### config.mk
export PLATFORM = sky130hd
export DESIGN_NAME = pipelined_add
export DESIGN_NICKNAME = d
export VERILOG_FILES = /design/src/rtl/pipelined_add_pkg.sv /design/src/rtl/pipelined_add_seg.sv /design/src/rtl/pipelined_add.sv
export SDC_FILE = /design/constraint.sdc
export NUM_CORES = 1
export LEC_CHECK = 0
export CORE_MARGIN = 4
export CORE_UTILIZATION = 40
export CTS_CLUSTER_SIZE = 16
export DETAILED_ROUTE_END_ITERATION = 8
export PLACE_DENSITY = 0.71
export SLEW_MARGIN = 5
export SYNTH_ARGS = -nofsm -noshare
export SYNTH_HDL_FRONTEND = slang
export SYNTH_SLANG_ARGS = --single-unit
### constraint.sdc
create_clock -name clk -period 4 [get_ports clk]
set_clock_uncertainty 0.05 [all_clocks]
set_input_delay 0.8 -clock clk [delete_from_list [all_inputs] [get_ports clk]]
set_output_delay 0.8 -clock clk [all_outputs]
set_load 0.05 [all_outputs]
### src/rtl/pipelined_add_pkg.sv
`default_nettype none
// ---------------------------------------------------------------------------
// pipelined_add_pkg -- shared segment sizing and stage record.  Rev 1.0
// ---------------------------------------------------------------------------
package pipelined_add_pkg;

  localparam int MAX_WIDTH = 256;

  // Data fields are sized for the widest legal adder; users read [WIDTH-1:0].
  typedef struct packed {
    logic                 valid;
    logic                 carry;
    logic                 sub;
    logic [MAX_WIDTH-1:0] sum;
    logic [MAX_WIDTH-1:0] a;
    logic [MAX_WIDTH-1:0] b;
  } stage_t;

  function automatic int chunk_w(input int width, input int stages);
    return (width + stages - 1) / stages;
  endfunction

endpackage
`default_nettype wire

### src/rtl/pipelined_add_seg.sv
`default_nettype none
// ---------------------------------------------------------------------------
// pipelined_add_seg -- one carry-chain segment and its register stage.  Rev 1.0
// ---------------------------------------------------------------------------
module pipelined_add_seg
  import pipelined_add_pkg::*;
#(
  parameter int WIDTH  = 32,
  parameter int STAGES = 1,
  parameter int IDX    = 0
) (
  input  logic   clk,
  input  logic   rst_n,
  input  stage_t in_rec,
  input  logic   load_ok,
  output stage_t out_rec
);

  localparam int CHUNK = chunk_w(WIDTH, STAGES);
  localparam int LO    = IDX * CHUNK;

  stage_t rec_q;
  stage_t rec_d;
  stage_t calc;

  generate
    if (LO < WIDTH) begin : g_slice
      localparam int SW = ((WIDTH - LO) < CHUNK) ? (WIDTH - LO) : CHUNK;
      logic [SW:0] slice_sum;
      always_comb begin
        slice_sum = {1'b0, in_rec.a[LO +: SW]} + {1'b0, in_rec.b[LO +: SW]}
                  + {{SW{1'b0}}, in_rec.carry};
        calc              = in_rec;
        calc.sum[LO +: SW] = slice_sum[SW-1:0];
        calc.carry        = slice_sum[SW];
      end
    end else begin : g_empty
      // Trailing segment beyond the operand width just forwards the record.
      always_comb begin
        calc = in_rec;
      end
    end
  endgenerate

  always_comb begin
    rec_d = rec_q;
    if (load_ok) begin
      if (in_rec.valid) begin
        rec_d = calc;
      end else begin
        rec_d.valid = 1'b0;
      end
    end
  end

  always_ff @(posedge clk or negedge rst_n) begin
    if (!rst_n) begin
      rec_q <= '0;
    end else begin
      rec_q <= rec_d;
    end
  end

  assign out_rec = rec_q;

endmodule
`default_nettype wire

### src/rtl/pipelined_add.sv
`default_nettype none
// ---------------------------------------------------------------------------
// pipelined_add -- valid/ready adder/subtractor with STAGES carry segments.  Rev 1.0
// ---------------------------------------------------------------------------
module pipelined_add
  import pipelined_add_pkg::*;
#(
  parameter int WIDTH  = 32,
  parameter int STAGES = 1
) (
  input  logic             clk,
  input  logic             rst_n,
  input  logic             in_valid,
  output logic             in_ready,
  input  logic [WIDTH-1:0] x,
  input  logic [WIDTH-1:0] y,
  input  logic             sub,
  output logic             out_valid,
  input  logic             out_ready,
  output logic [WIDTH-1:0] out,
  output logic             carry_out,
  output logic             overflow
);

  stage_t p0_q;
  stage_t p0_d;
  stage_t rec [STAGES+1];

  logic [STAGES:0] vld;
  logic [STAGES:0] load_ok;

  assign rec[0] = p0_q;

  // A stage may load when out_ready is high or any stage from it downstream
  // is empty; this is the unrolled form of the ready chain.
  generate
    for (genvar k = 0; k <= STAGES; k++) begin : g_ready
      assign vld[k]     = rec[k].valid;
      assign load_ok[k] = out_ready | ~(&vld[STAGES:k]);
    end
  endgenerate

  assign in_ready = load_ok[0];

  always_comb begin
    p0_d = p0_q;
    if (in_ready) begin
      if (in_valid) begin
        p0_d                = '0;
        p0_d.valid          = 1'b1;
        p0_d.carry          = sub;
        p0_d.sub            = sub;
        p0_d.a[WIDTH-1:0]   = x;
        p0_d.b[WIDTH-1:0]   = sub ? ~y : y;
      end else begin
        p0_d.valid = 1'b0;
      end
    end
  end

  always_ff @(posedge clk or negedge rst_n) begin
    if (!rst_n) begin
      p0_q <= '0;
    end else begin
      p0_q <= p0_d;
    end
  end

  generate
    for (genvar i = 0; i < STAGES; i++) begin : g_seg
      pipelined_add_seg #(
        .WIDTH  (WIDTH),
        .STAGES (STAGES),
        .IDX    (i)
      ) u_seg (
        .clk     (clk),
        .rst_n   (rst_n),
        .in_rec  (rec[i]),
        .load_ok (load_ok[i+1]),
        .out_rec (rec[i+1])
      );
    end
  endgenerate

  assign out_valid = rec[STAGES].valid;
  assign out       = rec[STAGES].sum[WIDTH-1:0];
  assign carry_out = rec[STAGES].carry;
  assign overflow  = (rec[STAGES].a[WIDTH-1] == rec[STAGES].b[WIDTH-1]) &&
                     (rec[STAGES].sum[WIDTH-1] != rec[STAGES].a[WIDTH-1]);

  // Consumed operand bits and the sub flag are dead at the last stage.
  logic unused_last;
  assign unused_last = ^rec[STAGES];

endmodule
`default_nettype wire
==> flow_summary_export.csv <==
group,metric,value,unit
routing,drc,0,
power,power_density,627.1,nW/µm²
worst_setup_path,path_class,"reg2reg",
floorplan,die_area,16940,µm²
finish,layout-drive-gt1-share,8.455,%
sta,fin_crit,3.323,ns
yosys,syn-mean-instance-area,9.549,µm²
finish,n_fill_cell,1361,
status,status,"complete, no violations",
floorplan,die_x,130.2,µm
clock_tree,clk_pin_slew,0.07,ns
sta,period_share,83.07,%
clock_tree,clock_latency,0.35,ns
yosys,syn_area,5968,µm²
sta,maxSlewHeadroom,33.08,%
sta,hold_viol,0,
routing,num_vias,4552,
floorplan,core,14590,µm²
sta,timing.fmax,301.0,MHz
worst_setup_path,cp-end-kind,"register",
worst_setup_path,cp_max_fo,4,
routing,firstDrtPassIters,5,
sta,tns,0,ns
floorplan,initial_core_util,40.91,%
worst_setup_path,start_kind,"register",
power,ir_worst_vdd,386.6,µV
sta,finalSetupViolations,0,
yosys,synth_ff_type,"dfrtp_1",
yosys,ys_ff_latch,102,
clock_tree,clock_sinks,102,
finish,antennaDiodeCount,0,
job,cap_violations,0,
floorplan,ios,105,
clock_tree,cts_tree,"built",
yosys,synth_top_area_share,42.77,%
clock_tree,cts-htree-levels,3,
routing,drt-total-wl,14.02,mm
clock_tree,post_cts.repair.setup_buffers,0,
clock_tree,numCtsBuffers,9,
sta,worst_pin_slew,1.004,ns
global_routing,grt_overflow,0,
global_routing,grt_pass1_wl,23.18,mm
clock_tree,ctsRootBufferMaster,"clkbuf_16",
finish,nets,783,
placed_design,place_congestion,0.8660,
yosys,yosysSeqAreaShare,42.77,%
global_routing,grt_pass1_vias,4652,
clock_tree,cts_resized,0,
global_routing,groute.usage.overall,17.24,%
yosys,synth_area_leaders,"dfrtp_1, ha_1, xnor2_1",
yosys,netlist-cell-type-count,52,
clock_tree,hold_buffers,0,
placed_design,hpwl,10.53,mm
global_routing,grt_max_degree,98,
clock_tree,clockBufferDepth,2,
routing,ant_nets,0,
yosys,netlist_instances,625,
routing,vias_per_cell,5.232,
yosys,synth-edff-count,0,
sta,rsz0062_at_grt,"no",
sta,slew_violations,0,
floorplan,chipHeight,130.2,µm
yosys,synthArstFlopShare,100.0,%
routing,drt_iter0_drc,203,
finish,area_growth,20.21,%
placed_design,port_buffers,104,
yosys,yosys_warnings,0,
yosys,synth_nets,727,
sta,worst_hold_slack,0.4260,ns
worst_setup_path,cp_data_required_time,4.18,ns
global_routing,antenna_found_initial,0,
floorplan,fp-row-count,44,
power,leakage,3.038,nW
worst_setup_path,worstPathArrival,3.51,ns
routing,wl_per_cell,16.12,µm
yosys,synth_top_cell_by_area,"dfrtp_1",
min_path,hp-class,"reg2reg",
## critical path: stages (launching register included)
cell and delay [ns]:
dfrtp_1 0.41, fa_1 0.50, fa_1 0.42, a21o_1 0.22, a221oi_2 0.41, o22ai_1 0.16
or2_2 0.35, a21oi_1 0.27, o21ai_0 0.12, a221o_1 0.30
## state kept, by name, summed over array words and instances (netlist names)
name / count
g_seg.u_seg.out_rec: 36
p0_q: 66
## layout by cell type (no fill, tap or decap), types with 5 or more instances in the layout
| cell type | instances |
|---|---|
| nand2_1 | 97 |
| clkdlybuf4s50_1 | 102 |
| xnor2_1 | 43 |
| clkbuf_16 | 9 |
| o21ai_0 | 71 |
| nor2_1 | 22 |
| mux2_2 | 33 |
| clkbuf_1 | 5 |
| nor3_1 | 6 |
| nand4_1 | 8 |
| xor2_1 | 11 |
| ha_1 | 31 |
| a21o_1 | 15 |
| inv_1 | 9 |
| nand3_1 | 13 |
| a31oi_1 | 7 |
| a21oi_1 | 28 |
| a211oi_1 | 7 |
| o31ai_1 | 6 |
| dfrtp_1 | 102 |
| o21bai_1 | 5 |
## path summary, 6_finish.rpt
check	startpoint	cells after the start	slack, ns	endpoint
setup / recovery	p0_q[0]$_DFFE_PN0P_	9	0.68	g_seg[0].u_seg.out_rec[532]$_DFFE_PN0P_
hold / removal	g_seg[0].u_seg.out_rec[537]$_DFFE_PN0P_	2	0.43	g_seg[0].u_seg.out_rec[537]$_DFFE_PN0P_
setup reg to reg	p0_q[0]$_DFFE_PN0P_	9	0.68	g_seg[0].u_seg.out_rec[532]$_DFFE_PN0P_
hold reg to reg	g_seg[0].u_seg.out_rec[537]$_DFFE_PN0P_	2	0.43	g_seg[0].u_seg.out_rec[537]$_DFFE_PN0P_
max in group asynchronous	rst_n	2	2.47	p0_q[265]$_DFFE_PN0P_
min in group asynchronous	rst_n	1	0.55	p0_q[273]$_DFFE_PN0P_
## stage by stage
| stage | area [µm²] | util (%) | cells | total power (W) | worst slack [ns] |
|---|---|---|---|---|---|
| CTS | 7174 | 49.18 | 870 | 0.004535 | 0.6884 |
| global placement | 6912 | 47.38 | 854 | 0.003679 | 0.7774 |
| global route | 7174 | 49.18 | 870 | 0.004785 | 0.5159 |
| floorplan | 5968 | - | 625 | 0.003212 | 1.029 |
| finish | 7174 | 49.18 | 870 | 0.004499 | 0.6773 |
| detailed placement | 6912 | 47.38 | 854 | 0.003710 | 0.6883 |
## cells by family (layout without fill, tap and decap cells)
kind of cell	count (synthesis)	count (layout)	synth area share, %
multiplexers	33	33	6.226
AND/OR/NAND/NOR	169	169	12.45
AO/OA/AOI/OAI	162	162	16.73
buffers and inverters	72	133	6.729
XOR/XNOR	54	54	7.924
flip-flops	102	102	42.77
adder cells (fa/ha/maj)	33	33	7.170
## cells in the mapped netlist, drive strengths merged (8+ instances only)
| cell | instances |
|---|---|
| inv | 9 |
| a21o | 15 |
| a21oi | 28 |
| xnor2 | 43 |
| ha | 31 |
| dfrtp | 102 |
| xor2 | 11 |
| buf | 45 |
| mux2 | 33 |
| nor2 | 22 |
| a31oi | 8 |
| nand3 | 13 |
| o21ai | 72 |
| nand2 | 99 |
| clkbuf | 18 |
| nand4 | 8 |
## routing by layer
metal / part of all wire [%] / wire length, µm / vias up / GRT usage, %
li1: - / - / 2265 / -
met1: 47 / 6654 / 2166 / 23.85
met2: 47 / 6526 / 105 / 27.31
met3: 4.6 / 642 / 16 / 3.520
met4: 1.4 / 199 / 0 / 5.318
met5: 0 / 0 / - / 0
## report_power, final
| part | switching (W) | internal [W] |
|---|---|---|
| clock | 0.000373 | 0.000440 |
| combinational | 0.00139 | 0.000814 |
| sequential | 0.000185 | 0.00130 |
| total | 0.00194 | 0.00256 |
## layout make-up
type                       instances  area [µm²]  share of cell area (%)
multi-input combinational        451        3019                   42.08
sequential                       102        2552                   35.58
timing repair buffer             108        1076                   15.00
clock buffer                      15       257.7                   3.593
tap                              184       230.2                   3.209
inverter                           9       33.78                  0.4709
clock inverter                     1       5.005                 0.06976
(Power assumes the default switching activity.)
